[src/rtl/popcount_window_sum_pkg.sv]
// popcount_window_sum_pkg: shared widths, limits and clamp helper for the ones-count pipeline.
//   COUNT_W     width of a per-sample ones count
//   MAX_COUNT   largest legal count (an 8-bit word has at most 8 ones)
//   clamp_count saturates an out-of-range count to MAX_COUNT
package popcount_window_sum_pkg;

  localparam int COUNT_W = 4;
  localparam logic [COUNT_W-1:0] MAX_COUNT = 4'd8;

  function automatic logic [COUNT_W-1:0] clamp_count(input logic [COUNT_W-1:0] c);
    return (c > MAX_COUNT) ? MAX_COUNT : c;
  endfunction

endpackage

[src/rtl/popcount_window_sum_ring.sv]
// window_ring: DEPTH x COUNT_W circular buffer exposing the entry about to be overwritten.
//   clk     rising-edge clock
//   rst     asynchronous active-high reset, zeroes buffer and pointer
//   flush   synchronous zeroing of buffer and pointer, wins over we
//   we      write wdata at wr_ptr and advance the pointer
//   wdata   count to store
//   oldest  combinational view of mem[wr_ptr], the sample leaving the window
//   wr_ptr  current write position
module window_ring
  import popcount_window_sum_pkg::*;
#(
  parameter int DEPTH = 4,
  parameter int PTR_W = $clog2(DEPTH)
) (
  input  logic               clk,
  input  logic               rst,
  input  logic               flush,
  input  logic               we,
  input  logic [COUNT_W-1:0] wdata,
  output logic [COUNT_W-1:0] oldest,
  output logic [PTR_W-1:0]   wr_ptr
);

  logic [COUNT_W-1:0] mem_q [DEPTH];
  logic [COUNT_W-1:0] mem_d [DEPTH];
  logic [PTR_W-1:0]   ptr_q, ptr_d;

  // DEPTH is a power of two, so the pointer wraps naturally.
  always_comb begin
    for (int i = 0; i < DEPTH; i++)
      mem_d[i] = flush ? '0 : (we && ptr_q == PTR_W'(i)) ? wdata : mem_q[i];
    ptr_d = flush ? '0 : we ? ptr_q + 1'b1 : ptr_q;
  end

  always_ff @(posedge clk or posedge rst) begin
    if (rst) begin
      for (int i = 0; i < DEPTH; i++) mem_q[i] <= '0;
      ptr_q <= '0;
    end else begin
      for (int i = 0; i < DEPTH; i++) mem_q[i] <= mem_d[i];
      ptr_q <= ptr_d;
    end
  end

  assign oldest = mem_q[ptr_q];
  assign wr_ptr = ptr_q;

endmodule

[src/rtl/popcount_window_sum.sv]
// popcount_window_sum: sliding-window sum, average and threshold alarm over the last DEPTH ones counts.
//   clk        rising-edge clock
//   rst        asynchronous active-high reset
//   clear      synchronous flush of the window, dominates in_valid
//   in_valid   in_count presented this cycle (no backpressure)
//   in_count   ones count 0..8; larger values are clamped to 8 and flagged
//   out_valid  one-cycle pulse: window full and outputs reflect a new sample
//   out_sum    sum of the last min(fill, DEPTH) accepted counts
//   out_avg    out_sum >> log2(DEPTH)
//   out_alarm  out_sum >= THRESH
//   err_range  sticky: an accepted in_count exceeded 8
module popcount_window_sum
  import popcount_window_sum_pkg::*;
#(
  parameter int DEPTH  = 4,
  parameter int THRESH = 16,
  parameter int SUM_W  = 4 + $clog2(DEPTH)
) (
  input  logic               clk,
  input  logic               rst,
  input  logic               clear,
  input  logic               in_valid,
  input  logic [COUNT_W-1:0] in_count,
  output logic               out_valid,
  output logic [SUM_W-1:0]   out_sum,
  output logic [3:0]         out_avg,
  output logic               out_alarm,
  output logic               err_range
);

  localparam int PTR_W  = $clog2(DEPTH);
  localparam int FILL_W = PTR_W + 1;
  localparam logic [FILL_W-1:0] FULL      = FILL_W'(DEPTH);
  localparam logic [FILL_W-1:0] LAST_FILL = FILL_W'(DEPTH - 1);
  localparam logic [SUM_W-1:0]  THRESH_V  = SUM_W'(THRESH);

  logic               accept;
  logic [COUNT_W-1:0] v;
  logic [COUNT_W-1:0] oldest;
  logic [PTR_W-1:0]   wr_ptr;
  logic [FILL_W-1:0]  fill_q, fill_d;
  logic [SUM_W-1:0]   sum_q, sum_d;
  logic               valid_q, valid_d;
  logic [3:0]         avg_q, avg_d;
  logic               alarm_q, alarm_d;
  logic               err_q, err_d;

  assign accept = in_valid && !clear;
  assign v      = clamp_count(in_count);

  window_ring #(.DEPTH(DEPTH)) u_ring (
    .clk    (clk),
    .rst    (rst),
    .flush  (clear),
    .we     (accept),
    .wdata  (v),
    .oldest (oldest),
    .wr_ptr (wr_ptr)
  );

  // The oldest entry is still zero while filling, so one update rule covers both phases.
  // Modular SUM_W arithmetic is exact because the true sum never exceeds 8*DEPTH.
  always_comb begin
    sum_d   = clear ? '0 : accept ? sum_q + SUM_W'(v) - SUM_W'(oldest) : sum_q;
    fill_d  = clear ? '0 : (accept && fill_q != FULL) ? fill_q + 1'b1 : fill_q;
    valid_d = accept && fill_q >= LAST_FILL;
    avg_d   = 4'(sum_d >> PTR_W);
    alarm_d = sum_d >= THRESH_V;
    err_d   = clear ? 1'b0 : (accept && in_count > MAX_COUNT) ? 1'b1 : err_q;
  end

  always_ff @(posedge clk or posedge rst) begin
    if (rst) begin
      fill_q  <= '0;
      sum_q   <= '0;
      valid_q <= 1'b0;
      avg_q   <= '0;
      alarm_q <= 1'b0;
      err_q   <= 1'b0;
    end else begin
      fill_q  <= fill_d;
      sum_q   <= sum_d;
      valid_q <= valid_d;
      avg_q   <= avg_d;
      alarm_q <= alarm_d;
      err_q   <= err_d;
    end
  end

  assign out_valid = valid_q;
  assign out_sum   = sum_q;
  assign out_avg   = avg_q;
  assign out_alarm = alarm_q;
  assign err_range = err_q;

endmodule

[config.mk]
export PLATFORM = sky130hd
export DESIGN_NAME = popcount_window_sum
export DESIGN_NICKNAME = d
export VERILOG_FILES = /design/src/rtl/popcount_window_sum_pkg.sv /design/src/rtl/popcount_window_sum_ring.sv /design/src/rtl/popcount_window_sum.sv
export SDC_FILE = /design/constraint.sdc
export NUM_CORES = 1
export LEC_CHECK = 0
export ABC_AREA = 1
export BUFFER_PORTS_ARGS = -buffer_cell sky130_fd_sc_hd__clkbuf_2
export CAP_MARGIN = 30
export CORE_MARGIN = 5
export CORE_UTILIZATION = 40
export DETAILED_ROUTE_END_ITERATION = 10
export SYNTH_ARGS = -nofsm -noshare
export SYNTH_HDL_FRONTEND = slang
export SYNTH_SLANG_ARGS = --single-unit
[constraint.sdc]
create_clock -name clk -period 5.6 [get_ports clk]
set_clock_uncertainty 0.2 [all_clocks]
set_input_delay 0.56 -clock clk [delete_from_list [all_inputs] [get_ports clk]]
set_output_delay 0.56 -clock clk [all_outputs]
set_load 0.02 [all_outputs]
==> metrics.yaml <==
power.total_w: 0.000758
dr.pass1.iters: 4
synth.area.top_cells: "dfrtp_1 43%, nand2_1 13%, ha_1 9.2%, inv_1 6.6%, o21ai_0 4.8%"
yosysTopAreaCell: "dfrtp_1"
tightest_slew_ps: 393
finalHoldViolCount: 0
rsz0062_at_grt: "false"
max-slew-margin-rel_pct: 73.7
cts_root_buffer: "clkbuf_8"
gp_congestion: 0.898
cpPeakStageDelay_ps: 550
area_growth_pct: 13.5
clockBufferDepth: 2
met1_usage_pct: 19.6
viasPerCell: 4.78
dp_hpwl_um: 2990
synth_nets: 243
final.min_clock_period_ps: 3120
initial_core_util_pct: 40.8
gr-total-overflow: 0
grt_usage_pct: 14.2
htree_levels: 2
clk_latency_ps: 290
synth.top_cell.area_share_pct: 42.5
ys.flop_type: "dfrtp_1"
antenna_left: 0
cts_hold_buf: 0
io_pins: 21
worst_setup_path_end_kind: "register"
instances_no_fill: 292
grt_start_max_net_pins: 31
cts_tree: "yes"
worstPathCellList: "clkinv_1 > o21ai_0 > o22ai_1 > fa_1 > fa_1 > inv_1 > nand3_1 > a21oi_1 > nor2_1 > nor2_1 > nand3_1"
finalWirelength_um: 3940
path_max_fanout: 13
cts.sinks: 30
grt_util_met2_pct: 20.1
critPathArrivalTime_ps: 3090
die_area_um2: 5840
rows: 24
ys_seq_elements: 30
crit_type: "register to register"
tns_ps: 0
p_sw_share_pct: 36.7
pwr-share-clk_pct: 29.5
clkTransAtPathRegs_ps: 60
vias: 1395
hold_path_class: "primary input to async pin"
cap_violations: 0
synth-seq-area-share_pct: 42.5
busiest_layer: "met2"
grt_pass1_wl_um: 6580
p_per_area_nw_per_um2: 378
num-nets-final: 265
seq_power_share_pct: 34.4
yosysUniqueCellTypes: 24
final_cell_mix: "62 x nand2_1, 31 x inv_1, 30 x dfrtp_1"
synth_warnings: 0
p_int_w: 0.000480
period_share_pct: 55.8
antenna_found_initial: 0
n_antenna_cell: 0
synth_edf_count: 0
die_w_um: 76.4
dp_cells: 285
syn_avg_cell_area_um2: 8.10
cts_buffers: 5
final_util_pct: 46.4
critPathRequiredTime_ps: 5570
avgRoutedWirePerCell_um: 13.5
critPathSlowestCell: "dfrtp_1"
ctsResizeCount: 0
peakVddDrop_mv: 0.171
outcome: "completed"
core_area_um2: 4320
netlist_area_um2: 1770
setup_violations: 0
synth_cells: 218
mostFrequentLayoutCell: "nand2_1"
postCtsSetupBuffers: 0
fmax_mhz: 320
grt_util_met3_pct: 2.96
portBuffers: 20
first_iter_violations: 48
async_flop_share_pct: 100
final_layout_size_suffix_gt1_share_pct: 14.2
p_sw_w: 0.000278
fp.dieH_um: 76.4
p_leak_nw: 1.11
grt_pass1_vias: 1406
drc: 0
start_kind: "register"
maxSlewViolCount: 0
pwr-share-comb_pct: 36.1
-- power by group through the flow --
stage | sequential [W] | clock [W] | combinational [W]
after global routing | 0.000264 | 0.000240 | 0.000312
final | 0.000261 | 0.000223 | 0.000274
after CTS | 0.000261 | 0.000229 | 0.000276
after detailed placement | 0.000265 | 0 | 0.000273
after floorplan | 0.000283 | 0 | 0.000196
after global placement | 0.000264 | 0 | 0.000270
-- critical path, delay by kind of cell, from the launching register on --
family	cells	cell delay, ps
adders and majority gates	2	990
DFF	1	550
AOI/OAI and AO/OA	3	530
buffers and inverters	2	400
and+or+nand+nor	4	340
-- sequential cells by signal, indices dropped and copies added (netlist names) --
name and count:
u_ring.mem_q 16, out_avg 4, fill_q 3, out_sum 2, u_ring.wr_ptr 2, err_range 1, out_alarm 1, out_valid 1
-- cell usage after synthesis (4+ instances only) --
cell     number
buf_4         4
nor2_1       22
a21oi_1       5
nand3_1      10
nand2_1      62
inv_1        31
fa_1          4
dfrtp_1      30
o21ai_0      17
ha_1         13
o22ai_1       7
-- cell type report --
type	count	area, um2
well taps	52	65.1
fillers	450	2320
clock inverters	1	30.0
clock buffers	6	82.6
repair buffers	21	108
inverters	34	130
multi-input cells	148	838
flip-flops and latches	30	751
-- per-layer routing --
layer / up-vias / routed length, um
met5: - / 0
met1: 632 / 1920
met3: 6 / 202
met2: 32 / 1750
met4: 0 / 73
li1: 725 / -
-- worst paths after layout --
path                                       start                to  slack (ps)  depth (start not counted)
worst min-delay path                         rst  u_ring.mem_q[11]         120                          3
worst min register to register  u_ring.mem_q[10]  u_ring.mem_q[10]         270                          2
max in group asynchronous                    rst         out_valid        4800                          3
worst max register to register  u_ring.wr_ptr[0]         out_alarm        2480                         11
min in group clk                u_ring.mem_q[10]  u_ring.mem_q[10]         270                          2
worst max-delay path            u_ring.wr_ptr[0]         out_alarm        2480                         11
-- kinds of logic after synthesis --
| logic type | share of synthesized area, % |
|---|---|
| flops | 42.5 |
| xor+xnor | 0.496 |
| simple gates | 22.0 |
| compound gates | 11.2 |
| fa+ha+maj | 13.7 |
| buf+inv | 9.99 |
-- stage by stage --
step	hold slack, ps	area (um2)	worst slack, ps
after detailed placement	262	1890	2480
final	116	2000	2480
after global placement	269	1890	2640
after CTS	126	2000	2490
after global routing	164	2000	2150
after floorplan	237	1770	2990
Power figures use the tool's default switching activity.
